File: config.mk
export PLATFORM = sky130hd
export DESIGN_NAME = aes_key_sched_ctrl
export DESIGN_NICKNAME = d
export VERILOG_FILES = /design/src/rtl/aes_key_sched_ctrl.sv
export SDC_FILE = /design/constraint.sdc
export NUM_CORES = 1
export LEC_CHECK = 0
export ABC_AREA = 1
export ABC_CLOCK_PERIOD_IN_PS = 3400
export BUFFER_PORTS_ARGS = -buffer_cell sky130_fd_sc_hd__buf_2
export CAP_MARGIN = 40
export CELL_PAD_IN_SITES_DETAIL_PLACEMENT = 0
export CELL_PAD_IN_SITES_GLOBAL_PLACEMENT = 2
export CORE_MARGIN = 3
export CORE_UTILIZATION = 29
export CTS_CLUSTER_SIZE = 14
export DETAILED_ROUTE_END_ITERATION = 10
export PLACE_DENSITY = 0.95
export SETUP_SLACK_MARGIN = 0.3
export SLEW_MARGIN = 20
export SYNTH_ARGS = -nofsm -noshare
export SYNTH_HDL_FRONTEND = slang
export SYNTH_SLANG_ARGS = --single-unit
export TNS_END_PERCENT = 1
File: constraint.sdc
create_clock -name clk -period 3.4 [get_ports clk]
set_input_delay 0.34 -clock clk [delete_from_list [all_inputs] [get_ports clk]]
set_output_delay 0.34 -clock clk [all_outputs]
set_load 0.005 [all_outputs]
File: src/rtl/aes_key_sched_ctrl.sv
// rtl/aes_key_sched_ctrl.sv - round-key sequencer for the on-the-fly AES-128 key expansion unit
// Optional feature macro: KSC_LAST_KEY_EN (adds last_key/last_key_valid for decrypt schedule seeding)
module aes_key_sched_ctrl #(
   parameter int NUM_ROUNDS = 10,
   parameter bit CHECK_ADDR = 1'b1
) (
   input  logic         clk,
   input  logic         rst_n,
   input  logic         req_valid,
   output logic         req_ready,
   input  logic [127:0] req_key,
   input  logic         abort,
   output logic         ke_start,
   output logic [127:0] ke_key,
   output logic         ke_next,
   input  logic [31:0]  ke_round_key,
   input  logic [5:0]   ke_word_addr,
   input  logic         ke_ready,
   output logic         rk_valid,
   input  logic         rk_ready,
   output logic [127:0] rk_data,
   output logic [3:0]   rk_round,
   output logic         rk_last,
   output logic         done,
   output logic         busy,
`ifdef KSC_LAST_KEY_EN
   output logic [127:0] last_key,
   output logic         last_key_valid,
`endif
   output logic         err
);

   typedef enum logic [1:0] {
      S_IDLE    = 2'd0,
      S_FETCH   = 2'd1,
      S_PRESENT = 2'd2
   } state_t;

   localparam logic [3:0] LAST_RND = 4'(NUM_ROUNDS);

   state_t       state_q;
   logic [3:0]   round_q;
   logic [1:0]   slot_q;
   logic         next_pend_q;
   logic [31:0]  word_q [4];
   logic         rk_valid_q;
   logic [127:0] rk_data_q;
   logic [3:0]   rk_round_q;
   logic         done_q;
   logic         err_q;
`ifdef KSC_LAST_KEY_EN
   logic [127:0] last_key_q;
   logic         last_key_valid_q;
`endif

   logic accept;
   logic fetch_go;
   logic capture;
   logic addr_bad;
   logic hs;
   logic more;

   always_comb begin
      accept   = (state_q == S_IDLE) && req_valid && !abort;
      fetch_go = (state_q == S_FETCH) && ke_ready && !abort;
      capture  = fetch_go && !next_pend_q;
      addr_bad = CHECK_ADDR && capture && (ke_word_addr != {round_q, slot_q});
      hs       = (state_q == S_PRESENT) && rk_valid_q && rk_ready && !abort;
      more     = (round_q < LAST_RND);
   end

   // A handshake seen while the expansion unit is not ready defers its ke_next into FETCH.
   assign ke_start  = accept;
   assign ke_key    = req_key;
   assign ke_next   = (fetch_go && (next_pend_q || ((slot_q != 2'd3) && !addr_bad)))
                    || (hs && more && ke_ready);
   assign req_ready = (state_q == S_IDLE);
   assign busy      = (state_q != S_IDLE);
   assign rk_valid  = rk_valid_q;
   assign rk_data   = rk_data_q;
   assign rk_round  = rk_round_q;
   assign rk_last   = (rk_round_q == LAST_RND);
   assign done      = done_q;
   assign err       = err_q;
`ifdef KSC_LAST_KEY_EN
   assign last_key       = last_key_q;
   assign last_key_valid = last_key_valid_q;
`endif

   always_ff @(posedge clk or negedge rst_n) begin
      if (!rst_n) begin
         state_q     <= S_IDLE;
         round_q     <= '0;
         slot_q      <= '0;
         next_pend_q <= 1'b0;
         for (int i = 0; i < 4; i++) word_q[i] <= '0;
         rk_valid_q  <= 1'b0;
         rk_data_q   <= '0;
         rk_round_q  <= '0;
         done_q      <= 1'b0;
         err_q       <= 1'b0;
`ifdef KSC_LAST_KEY_EN
         last_key_q       <= '0;
         last_key_valid_q <= 1'b0;
`endif
      end else begin
         done_q <= 1'b0;
`ifdef KSC_LAST_KEY_EN
         if (abort) last_key_valid_q <= 1'b0;
`endif
         case (state_q)
            S_IDLE: begin
               if (accept) begin
                  state_q     <= S_FETCH;
                  round_q     <= '0;
                  slot_q      <= '0;
                  next_pend_q <= 1'b0;
                  err_q       <= 1'b0;
`ifdef KSC_LAST_KEY_EN
                  last_key_valid_q <= 1'b0;
`endif
               end
            end
            S_FETCH: begin
               if (abort) begin
                  state_q <= S_IDLE;
               end else if (ke_ready) begin
                  if (next_pend_q) begin
                     next_pend_q <= 1'b0;
                  end else if (addr_bad) begin
                     err_q   <= 1'b1;
                     state_q <= S_IDLE;
                  end else begin
                     word_q[slot_q] <= ke_round_key;
                     if (slot_q == 2'd3) begin
                        rk_data_q  <= {word_q[0], word_q[1], word_q[2], ke_round_key};
                        rk_round_q <= round_q;
                        rk_valid_q <= 1'b1;
                        slot_q     <= '0;
                        state_q    <= S_PRESENT;
                     end else begin
                        slot_q <= slot_q + 2'd1;
                     end
                  end
               end
            end
            S_PRESENT: begin
               if (abort) begin
                  rk_valid_q <= 1'b0;
                  state_q    <= S_IDLE;
               end else if (hs) begin
                  rk_valid_q <= 1'b0;
                  if (more) begin
                     round_q     <= round_q + 4'd1;
                     next_pend_q <= !ke_ready;
                     state_q     <= S_FETCH;
                  end else begin
                     done_q  <= 1'b1;
                     state_q <= S_IDLE;
`ifdef KSC_LAST_KEY_EN
                     last_key_q       <= rk_data_q;
                     last_key_valid_q <= 1'b1;
`endif
                  end
               end
            end
            default: state_q <= S_IDLE;
         endcase
      end
   end

endmodule

==> impl_metrics.yaml <==
run_status:
  status: "finished clean"
sta:
  max_freq_mhz: 411.6
  relSlewSlack_pct: 51.24
  min_period_over_period_pct: 71.46
  clock_skew_ns: 0.01231
  hold_violations: 0
  slew_violations: 0
  rsz0062_at_grt: "false"
  setup_tns_ns: 0
  min_period_ns: 2.430
  finalSetupViolations: 0
  worst_pin_slew_ns: 0.7313
global_routing:
  antenna_found_initial: 0
  grt_use_total_pct: 11.89
  grt_pass1_wl_um: 37960
  grt_max_degree: 147
  first_global_vias: 7078
  grt_remaining_overflow: 0
clock_network:
  cts_tree: "built"
  ctsResizeCount: 0
  root_buffer: "clkbuf_16"
  htree_levels: 1
  clock_latency_ns: 0.53
  numCtsBuffers: 27
  clock_sinks: 240
  clk_pin_slew_ns: 0.06
  clk_path_buf_depth: 3
  cts_setup_buffers: 0
cells_and_area:
  final_cell_mix: "278 x nand2_1, 240 x dfrtp_1, 230 x o21ai_1"
  drive_above_1_share_pct: 20.57
  final_nets: 1350
  n_antenna_cell: 0
  final_common_cell: "nand2_1"
  syn2layout_area_growth_pct: 10.86
  final_util_pct: 32.95
pwr:
  vdd_drop_max_v: 0.0003272
  power_density_nw_per_um2: 542.7
  p_leak_nw: 5.697
die:
  die_y_um: 195.3
  core_area_um2: 34970
  dieArea_um2: 38150
  num_rows: 68
  die_w_um: 195.3
  start_util_pct: 29.72
  pin_count: 440
logic_synthesis:
  yosys.area.top_type: "dfrtp_1"
  yosys_register_bits: 240
  syn_area_um2: 10390
  synthTopCellsByArea: "dfrtp_1 58%, o21ai_1 11%, buf_4 10%"
  synth_area_per_cell_um2: 9.222
  synth_nets: 1304
  yosys_warnings: 0
  ys_types: 21
  postSynthCellCount: 1127
  synth_top_area_share_pct: 57.78
  synth.yosys.seq_area_share_pct: 57.78
route:
  drt.antenna.violating_nets: 0
  viasPerCell: 4.299
  drc: 0
  drtIter0Drc: 253
  post_drt_wl_per_cell_um: 13.90
  firstDrtPassIters: 4
  drt_wl_total_um: 22820
  vias: 7054
setup_path:
  critPathArrivalTime_ns: 2.09
  cp-end-kind: "output pin"
  cp_max_fo: 8
  crit_type: "flop to output pin"
  startpoint_type: "flop"
  required_ns: 3.06
placement:
  dp_hpwl_um: 15220
  port_buffers: 183
  gp_congestion: 0.7784
min_path:
  hold_class: "input port to flop"
flow_run:
  max_cap_viol_count: 0
synth_stat cells (all sizes together):
cell type,n
buf,166
nor3,4
dfrtp,240
xor2,2
ha,5
nand3,17
nand2,278
a21oi,4
o21ai,234
inv,152
nand4,2
o31ai,2
clkbuf,9
nor2,12
where the power goes:
| group | internal [mW] | switching, mW | total, mW |
|---|---|---|---|
| Combinational | 0.193 | 0.372 | 0.564 |
| Sequential | 2.99 | 0.0963 | 3.08 |
| Clock | 1.51 | 1.10 | 2.61 |
worst max-delay path, cell delays in order (launching register included):
cell	delay [ns]
dfrtp_1	0.46
nor2_2	0.22
nand3_1	0.16
nor2_4	0.27
nand2_1	0.16
nand2_1	0.09
o31ai_1	0.07
buf_2	0.14
layer usage:
layer,GRT usage [%],part of all wire (%)
met2,18.55,44
met3,4.313,8.2
met5,0,0
met4,2.905,2.0
met1,15.84,46
per-stage QoR:
step           setup slack, ns  power [mW]  hold WS [ns]  cells  instance area, µm²
2_1_floorplan            1.761       3.584       0.04441   1127               10390
3_3_place_gp             1.209       3.695        0.4015   1597               10730
3_5_place_dp             1.058       3.708        0.4034   1597               10730
4_1_cts                 0.9215       6.376       0.08694   1640               11500
5_1_grt                 0.7511       6.614        0.1004   1641               11520
6_report                0.9703       6.253        0.1226   1641               11520
timing repair:
action | in CTS | in global routing
endpoints found under the setup margin | 0 | 0
hold buffers | 1 | 0
endpoints found under the hold margin | 80 | 0
cell type report:
type,count,area (µm²)
Clock buffer,39,750.7
Clock inverter,3,15.01
Fill cell,3630,23450
Inverter,152,570.5
Multi-Input combinational cell,560,2552
Sequential cell,240,6006
Tap cell,455,569.3
Timing Repair Buffer,192,1059
final timing paths:
path,cells past startpoint,slack (ns),from,end
worst max register to register,10,1.28,slot_q[0],word_q[48]
worst min-delay path,3,0.12,ke_round_key[21],word_q[85]
min in group asynchronous,2,0.41,rst_n,rk_data[71]
max in group asynchronous,3,2.07,rst_n,word_q[101]
worst max-delay path,7,0.97,state_q[1],ke_next
worst min register to register,2,0.48,rk_data[120],rk_data[120]
state kept, by name, indices dropped and copies added, names as in the netlist:
name,cells
done,1
err,1
next_pend_q,1
rk_data,128
rk_round,4
rk_valid,1
round_q,4
slot_q,2
state_q,2
word_q,96
cells by family (layout without fill, tap and decap cells):
group,count (synthesis),count (layout),share of synthesized area (%)
buffers and inverters,327,386,17.80
AND/OR/NAND/NOR,313,313,12.04
AO/OA/AOI/OAI,240,240,11.60
flip-flops,240,240,57.78
adder cells (fa/ha/maj),5,5,0.6019
XOR/XNOR,2,2,0.1686
Note: power is estimated with default switching activity, not from simulation.
